File: config.mk
export PLATFORM = sky130hd
export DESIGN_NAME = imem_responder_flat
export DESIGN_NICKNAME = d
export VERILOG_FILES = /design/src/rtl/imem_responder_pkg.sv /design/src/rtl/imem_responder_if.sv /design/src/rtl/imem_array.sv /design/src/rtl/imem_responder.sv /design/src/flat_wrapper.sv
export SDC_FILE = /design/constraint.sdc
export NUM_CORES = 2
export LEC_CHECK = 0
export BUFFER_PORTS_ARGS = -buffer_cell sky130_fd_sc_hd__buf_4
export CAP_MARGIN = 20
export CORE_MARGIN = 2
export CORE_UTILIZATION = 55
export CTS_CLUSTER_SIZE = 28
export DETAILED_ROUTE_END_ITERATION = 6
export PLACE_DENSITY = 0.72
export SLEW_MARGIN = 20
export SYNTH_ARGS = -nofsm -noshare
export SYNTH_HDL_FRONTEND = slang
export SYNTH_HIERARCHICAL = 1
export SYNTH_SLANG_ARGS = --single-unit
File: constraint.sdc
create_clock -name clock -period 12.2 [get_ports clock]
set_input_delay 1.22 -clock clock [delete_from_list [all_inputs] [get_ports clock]]
set_output_delay 1.22 -clock clock [all_outputs]
set_load 0.01 [all_outputs]
File: src/rtl/imem_responder_pkg.sv
// Shared constants and FSM encoding for the instruction main-memory responder.
// Sizes match an 8-bit byte address split into 16-byte (128-bit) blocks.
package imem_responder_pkg;

  localparam int unsigned IMEM_BLOCK_ADDR_SIZE = 4;
  localparam int unsigned IBLOCK_SIZE_BITS     = 128;
  localparam int unsigned IADDR_SIZE           = 8;
  localparam int unsigned IMEM_LATENCY         = 10;

  // Wide enough for the largest legal latency preset (254).
  localparam int unsigned IMEM_CNT_W = 8;

  typedef enum logic [1:0] {
    ImemIdle  = 2'd0,
    ImemBusy  = 2'd1,
    ImemReady = 2'd2
  } imem_state_e;

  // Counter preload on acceptance: the capture edge is the one where the count hits zero.
  function automatic logic [IMEM_CNT_W-1:0] latency_preset(input int unsigned lat);
    return IMEM_CNT_W'(lat - 1);
  endfunction

endpackage

File: src/rtl/imem_responder_if.sv
// Block-read handshake and preload port between the cache controller and the responder.
// The master side drives requests and preloads; the slave side answers.
interface imem_responder_if
  import imem_responder_pkg::*;
#(
  parameter int unsigned BLOCK_ADDR_W = IMEM_BLOCK_ADDR_SIZE,
  parameter int unsigned BLOCK_W      = IBLOCK_SIZE_BITS
) ();

  logic                    memRen;
  logic [BLOCK_ADDR_W-1:0] BlockAddr;
  logic                    memReadReady;
  logic [BLOCK_W-1:0]      memDout;
  logic                    loadWen;
  logic [BLOCK_ADDR_W-1:0] loadAddr;
  logic [BLOCK_W-1:0]      loadData;
  logic                    busy;

  modport master (
    output memRen,
    output BlockAddr,
    output loadWen,
    output loadAddr,
    output loadData,
    input  memReadReady,
    input  memDout,
    input  busy
  );

  modport slave (
    input  memRen,
    input  BlockAddr,
    input  loadWen,
    input  loadAddr,
    input  loadData,
    output memReadReady,
    output memDout,
    output busy
  );

endinterface

File: src/rtl/imem_array.sv
// Block storage: one synchronous write port, one combinational read port.
// Contents are deliberately not reset; a same-edge write is seen by the reader only afterwards.
module imem_array
  import imem_responder_pkg::*;
#(
  parameter int unsigned AddrW = IMEM_BLOCK_ADDR_SIZE,
  parameter int unsigned DataW = IBLOCK_SIZE_BITS
) (
  input  logic             clk_i,
  input  logic             we_i,
  input  logic [AddrW-1:0] waddr_i,
  input  logic [DataW-1:0] wdata_i,
  input  logic [AddrW-1:0] raddr_i,
  output logic [DataW-1:0] rdata_o
);

  localparam int unsigned Depth = 1 << AddrW;

  logic [DataW-1:0] mem_q [Depth];

  always_ff @(posedge clk_i) begin
    if (we_i) begin
      mem_q[waddr_i] <= wdata_i;
    end
  end

  assign rdata_o = mem_q[raddr_i];

endmodule

File: src/rtl/imem_responder.sv
// Instruction main-memory slave: accepts a block read, waits LATENCY cycles, then
// presents the block with memReadReady until the controller drops memRen.
module imem_responder
  import imem_responder_pkg::*;
#(
  parameter int unsigned BLOCK_ADDR_W = IMEM_BLOCK_ADDR_SIZE,
  parameter int unsigned BLOCK_W      = IBLOCK_SIZE_BITS,
  parameter int unsigned LATENCY      = IMEM_LATENCY
) (
  input  logic                   clock,
  input  logic                   reset,
  imem_responder_if.slave        bus
);

  if (LATENCY < 1 || LATENCY > 255) begin : g_bad_latency
    $error("imem_responder: LATENCY must be in 1..255");
  end

  imem_state_e             state_q, state_d;
  logic [IMEM_CNT_W-1:0]   cnt_q, cnt_d;
  logic [BLOCK_ADDR_W-1:0] addr_q, addr_d;
  logic                    ready_q, ready_d;
  logic [BLOCK_W-1:0]      dout_q, dout_d;
  logic                    busy_q, busy_d;
  logic [BLOCK_W-1:0]      rd_data;

  imem_array #(
    .AddrW (BLOCK_ADDR_W),
    .DataW (BLOCK_W)
  ) u_array (
    .clk_i   (clock),
    .we_i    (bus.loadWen),
    .waddr_i (bus.loadAddr),
    .wdata_i (bus.loadData),
    .raddr_i (addr_q),
    .rdata_o (rd_data)
  );

  always_comb begin
    state_d = state_q;
    cnt_d   = cnt_q;
    addr_d  = addr_q;
    ready_d = ready_q;
    dout_d  = dout_q;
    busy_d  = busy_q;
    case (state_q)
      ImemIdle: begin
        if (bus.memRen) begin
          addr_d  = bus.BlockAddr;
          cnt_d   = latency_preset(LATENCY);
          busy_d  = 1'b1;
          state_d = ImemBusy;
        end
      end
      ImemBusy: begin
        if (!bus.memRen) begin
          // Controller withdrew the request: abandon it without a ready pulse.
          busy_d  = 1'b0;
          cnt_d   = '0;
          state_d = ImemIdle;
        end else if (cnt_q == '0) begin
          // Capture pre-write data; a load on this same edge lands afterwards.
          dout_d  = rd_data;
          ready_d = 1'b1;
          busy_d  = 1'b0;
          state_d = ImemReady;
        end else begin
          cnt_d = cnt_q - IMEM_CNT_W'(1);
        end
      end
      ImemReady: begin
        if (!bus.memRen) begin
          ready_d = 1'b0;
          dout_d  = '0;
          state_d = ImemIdle;
        end
      end
      default: begin
        state_d = ImemIdle;
        cnt_d   = '0;
        ready_d = 1'b0;
        dout_d  = '0;
        busy_d  = 1'b0;
      end
    endcase
  end

  always_ff @(posedge clock) begin
    if (reset) begin
      state_q <= ImemIdle;
      cnt_q   <= '0;
      addr_q  <= '0;
      ready_q <= 1'b0;
      dout_q  <= '0;
      busy_q  <= 1'b0;
    end else begin
      state_q <= state_d;
      cnt_q   <= cnt_d;
      addr_q  <= addr_d;
      ready_q <= ready_d;
      dout_q  <= dout_d;
      busy_q  <= busy_d;
    end
  end

  assign bus.memReadReady = ready_q;
  assign bus.memDout      = dout_q;
  assign bus.busy         = busy_q;

endmodule

File: src/flat_wrapper.sv
// flat-port wrapper written by rule: the top's interface ports become plain ports
module imem_responder_flat import imem_responder_pkg::*;
#(
  parameter int unsigned BLOCK_ADDR_W = IMEM_BLOCK_ADDR_SIZE,
  parameter int unsigned BLOCK_W      = IBLOCK_SIZE_BITS,
  parameter int unsigned LATENCY      = IMEM_LATENCY
)
  (clock, reset, bus_memRen, bus_BlockAddr, bus_loadWen, bus_loadAddr, bus_loadData, bus_memReadReady, bus_memDout, bus_busy);
  imem_responder_if #(.BLOCK_ADDR_W(BLOCK_ADDR_W), .BLOCK_W(BLOCK_W)) bus_i ();
  input  logic clock;
  input  logic reset;
  input wire logic [$bits(bus_i.memRen)-1:0] bus_memRen;
  input wire logic [$bits(bus_i.BlockAddr)-1:0] bus_BlockAddr;
  input wire logic [$bits(bus_i.loadWen)-1:0] bus_loadWen;
  input wire logic [$bits(bus_i.loadAddr)-1:0] bus_loadAddr;
  input wire logic [$bits(bus_i.loadData)-1:0] bus_loadData;
  output wire logic [$bits(bus_i.memReadReady)-1:0] bus_memReadReady;
  output wire logic [$bits(bus_i.memDout)-1:0] bus_memDout;
  output wire logic [$bits(bus_i.busy)-1:0] bus_busy;
  assign bus_i.memRen = bus_memRen;
  assign bus_i.BlockAddr = bus_BlockAddr;
  assign bus_i.loadWen = bus_loadWen;
  assign bus_i.loadAddr = bus_loadAddr;
  assign bus_i.loadData = bus_loadData;
  assign bus_memReadReady = bus_i.memReadReady;
  assign bus_memDout = bus_i.memDout;
  assign bus_busy = bus_i.busy;
  imem_responder #(.BLOCK_ADDR_W(BLOCK_ADDR_W), .BLOCK_W(BLOCK_W), .LATENCY(LATENCY)) u_core (.clock(clock), .reset(reset), .bus(bus_i));
endmodule
# Word level (Yosys, flattened, before mapping)
# Memory sizes are Yosys's and may differ from the RTL's. A register that Yosys moved wholly into a read port is not among the register bits.
# Index checks and enable logic that the tools add are counted.
totals:
  ff_bits: 144
  ram_bits: 2048
  input_bits: 140
  output_inout_bits: 130
  wordCells: 50
  n_memories: 1
memory_table:
  columns: ["name", "depth", "width", "rd", "rd_ports_with_merged_regs", "write_ports", "line_no", "text"]
  rows:
  - ["u_core.u_array.mem_q", 16, 128, 1, 1, 1, "imem_array.sv:19", "logic [DataW-1:0] mem_q [Depth];"]
classes:
  n_addsub: 1
  eq_ne: 8
  muxes: 25
  bitwise: 2
  reduce_logical: 7
ops:
  columns: ["cell", "n"]
  rows:
  - ["128-bit 2-to-1 mux", 3]
  - ["128-bit case mux with 3 select lines", 1]
  - ["8-bit 2-to-1 mux", 3]
  - ["8-bit case mux with 3 select lines", 1]
  - ["3-bit AND reduction", 3]
  - ["8-bit logical NOT", 1]
  - ["1-bit 2-to-1 mux", 8]
  - ["2-bit 2-to-1 mux", 4]
  - ["4-bit 2-to-1 mux", 2]
  - ["8-bit by 1-bit subtractor with 8-bit output (second input constant)", 1]
  - ["2-bit inequality test (second input constant)", 3]
  - ["1-bit case mux with 3 select lines", 2]
  - ["2-bit case mux with 3 select lines", 1]
  - ["4-bit AND reduction", 1]
  - ["3-bit by 2-bit inequality test with 1-bit output (second input constant)", 1]
  - ["3-bit inequality test (second input constant)", 1]
  - ["2-bit by 1-bit == test with 1-bit output (second input constant)", 1]
  - ["2-bit == test (second input constant)", 1]
  - ["2-bit logical NOT", 1]
  - ["2-bit by 1-bit inequality test with 1-bit output (second input constant)", 1]
  - ["1-bit inverter", 2]
  - ["2-bit AND reduction", 1]

# Depth between registers and ports, before layout
depth:
  ltp_word: 4
  mapped_depth: 10
  mapped_depth_nobuf: 6

# Modules after synthesis
# The synthesis kept the hierarchy.
by_module_without_submodules:
  columns: ["mod", "n_inst", "cells_per_inst", "area_each_um2", "seq_area_each_um2"]
  rows:
  - ["imem_array", 1, 3237, 76768.6, 61499.0]
  - ["imem_responder", 1, 383, 4743.3, 2882.8]

# Worst setup path after synthesis
# OpenSTA, ideal clock, no wires.
synth_timing:
  kind: "input-to-reg"
  startpoint: "in bus_loadAddr[2]"
  endpoint: "mem u_core/u_array/mem_q[0][0] in the netlist's numbering (enable)"
  setup_time_ps: 774
  arrival_time_ps: 10373
  t_required_ps: 11426
  path_slack_ps: 1053
  path_stages: 2
  n_path_buf: 0
  path_cell_list: "or3b_2 > nor3_1"
synth_lines:
  columns: ["item", "line_no", "text"]
  rows:
  - ["start, declared", "flat_wrapper.sv:15", "input wire logic [$bits(bus_i.loadAddr)-1:0] bus_loadAddr;"]
  - ["end, declared", "imem_array.sv:19", null]
# Straight into the memory's write port.

==> impl_metrics.tcl <==
set metrics [dict create \
    tightest_slew_ps 1150 \
    crit_path_start_kind "flop" \
    drive_gt1_share_pct 28.2 \
    die_w_um 389 \
    rsz0062_at_grt "no" \
    synth_top_area_share_pct 75.4 \
    synth_area_sq_mm 0.0815 \
    first_iter_violations 4191 \
    ys_top_cells_by_area "edfxtp_1 (75%), mux4_2 (13%), dfxtp_1 (3.5%)" \
    period_share_pct 37.1 \
    whs_ps 472 \
    post_cts_buffers 0 \
    violations "DRC" \
    yosysSeqAreaShare_pct 79.0 \
    num_vias 39343 \
    synth_async_sr_flop_share_pct 0 \
    yosysTopAreaCell "edfxtp_1" \
    root_buffer "clkbuf_16" \
    maxSlewViolCount 0 \
    grt_pass1_vias 39766 \
    firstDrtPassIters 7 \
    place_congestion 0.732 \
    powerDensity_mw_per_mm2 171 \
    grt_pass1_wl_mm 275 \
    max_cap_violations 0 \
    setup_tns_ps 0 \
    yosys_warnings 6 \
    grt_max_degree 159 \
    r2r_slack_ps 7680 \
    critPathCaptureType "flop" \
    whs_path_depth 1 \
    coreArea_sq_mm 0.147 \
    worst-endpoint-arrival_ps 5260 \
    cts-buffers-inserted 210 \
    leakage_nw 29.3 \
    r2r-start "u_core/addr_q[0]" \
    viasPerCell 6.46 \
    nets 4111 \
    critPathLaunch "u_core/addr_q[0]" \
    area_growth_pct 13.8 \
    clk_latency_ps 850 \
    synth_nets 3762 \
    synth-edff-count 2048 \
    grt_antenna_before_repair 23 \
    avgSynthCellArea_sq_um 22.5 \
    hold_end "u_core/bus.memDout[9]" \
    grt_usage_pct 25.3 \
    cts_tree "done" \
    cts_max_level 4 \
    path_class "flop to flop" \
    hp-start "u_core/bus.memDout[9]" \
    cts_sinks 2192 \
    synth.distinct_cells 45 \
    io_buffers 269 \
    hold_class "flop to flop" \
    synth_seq_cells 2192 \
    timing.final.crit_period_ps 4520 \
    place_hpwl_mm 92.9 \
    ant_nets 0 \
    finalClockSkew_ps 54.7 \
    filler_cell_count 9756 \
    cts-resized-gates 0 \
    cp.required_ps 12930 \
    fp.dieH_um 389 \
    slew_headroom_pct 23.5 \
    power_mw 15.9 \
    status "complete, but fails checks" \
    wl_mm 190 \
    critPathMaxFanout 50 \
    clk_path_buf_depth 3 \
    synth.top_cells.by_count "edfxtp_1 (2048), mux4_2 (476), a22oi_1 (220), dfxtp_1 (144), a22o_1 (128)" \
    holdBufCountCts 0 \
    setup_viol 0 \
    drc_errors 2 \
    ir_worst_vdd_v 0.000129 \
    num_rows 141 \
    synthCells 3620 \
    overflow 0 \
    synth.most_common_cell "edfxtp_1" \
    initial_utilization_pct 55.3 \
    die_area_sq_mm 0.151 \
    wl_per_cell_um 31.2 \
    r2r_end "u_core/bus.memDout[35]" \
    reg2reg_depth 7 \
    fmax_ghz 0.221 \
    ios 270 \
    synth_flop_cell "edfxtp_1" \
    hold_viol_final 0 \
    clkTransAtPathRegs_ps 60 \
]
==> cell type report <==
type | count | area [sq um] | share of cell area, %
antenna | 6 | 15.0 | 0.0162
clock buffer | 281 | 5680 | 6.13
clock inverter | 115 | 1360 | 1.47
inverter | 6 | 22.5 | 0.0243
multi-input combinational | 1215 | 16100 | 17.4
sequential | 2192 | 64400 | 69.4
tap | 1930 | 2410 | 2.60
timing repair buffer | 344 | 2730 | 2.95
==> metal layers <==
metal / vias to the layer above / GRT usage [%] / part of all wire [%]
met2: 1783 / 40.0 / 49
met1: 21115 / 36.5 / 41
met5: - / 0 / 0.089
met4: 28 / 6.16 / 1.9
li1: 16142 / - / -
met3: 275 / 5.59 / 8.8
==> stage by stage <==
step / utilization [%] / setup WS, ps / std cells / instance area (sq um)
6_report: 62.9 / 7680 / 6089 / 92800
5_1_grt: 62.9 / 7240 / 6087 / 92800
3_3_place_gp: 58.1 / 7590 / 5687 / 85700
2_1_floorplan: - / 1050 / 3620 / 81500
4_1_cts: 62.9 / 7490 / 6083 / 92700
3_5_place_dp: 58.1 / 7540 / 5687 / 85700
==> sequential cells by signal, summed over array words and instances (netlist names) <==
signal and count:
u_core/bus.memReadReady 1, u_core/u_array/mem_q 2048, u_core/cnt_q 8, u_core/state_q 2, u_core/addr_q 4, u_core/bus.memDout 128, u_core/bus.busy 1
==> where the power goes <==
group / internal (mW) / switching, mW
Sequential: 8.38 / 0.0683
Clock: 3.76 / 2.78
Combinational: 0.378 / 0.537
==> worst max-delay path: stages, from the launching register on <==
cell	delay [ps]
dfxtp_4	660
buf_4	710
buf_4	830
buf_4	910
mux4_2	610
a22oi_1	220
nand2_1	90
a22o_1	230
==> logic make-up after synthesis <==
family                     after synthesis  synth area share (%)
DFF                                   2192                  79.0
muxes                                  567                  14.3
AOI/OAI and AO/OA                      450                  4.21
buffers and inverters                  213                  1.43
and+or+nand+nor                        194                  1.05
xor gates and xnor gates                 2                0.0215
adders and majority gates                2                0.0307
==> worst max-delay path by stage <==
stage                                         to  slack [ps]  cells after the start
finish                    u_core/bus.memDout[35]        7680                      7
global route              u_core/bus.memDout[45]        7240                      7
floorplan             u_core/u_array/mem_q[0][0]        1050                      2
global placement    u_core/u_array/mem_q[3][118]        7590                      5
detailed placement   u_core/u_array/mem_q[3][73]        7540                      5
CTS                       u_core/bus.memDout[45]        7490                      7
==> cells in the final DEF (no fill, tap or decap), types with 4 or more instances in the layout <==
master / Yosys / final
clkbuf_16: 0 / 210
o22ai_1: 18 / 18
dfxtp_1: 144 / 140
a21oi_1: 32 / 32
or3_1: 4 / 4
diode_2: 0 / 6
edfxtp_1: 2048 / 2048
clkinv_16: 0 / 6
mux2i_1: 89 / 89
nor2b_1: 13 / 8
nand3b_1: 4 / 4
inv_6: 0 / 4
inv_1: 5 / 5
dfxtp_4: 0 / 4
a22o_1: 128 / 128
a211oi_1: 18 / 18
nor2_1: 26 / 11
nand2b_1: 4 / 4
clkinv_8: 0 / 5
a22oi_1: 220 / 220
nor2b_2: 0 / 4
mux4_2: 476 / 476
buf_4: 9 / 332
clkinv_2: 0 / 37
clkinv_1: 0 / 30
clkbuf_1: 96 / 55
o21ai_0: 8 / 8
o211ai_1: 18 / 18
nor3_2: 0 / 5
buf_12: 0 / 12
nor2_4: 0 / 14
clkbuf_8: 0 / 16
bufinv_16: 0 / 22
clkinvlp_4: 0 / 8
nand2_1: 118 / 118
(Power assumes the default switching activity.)
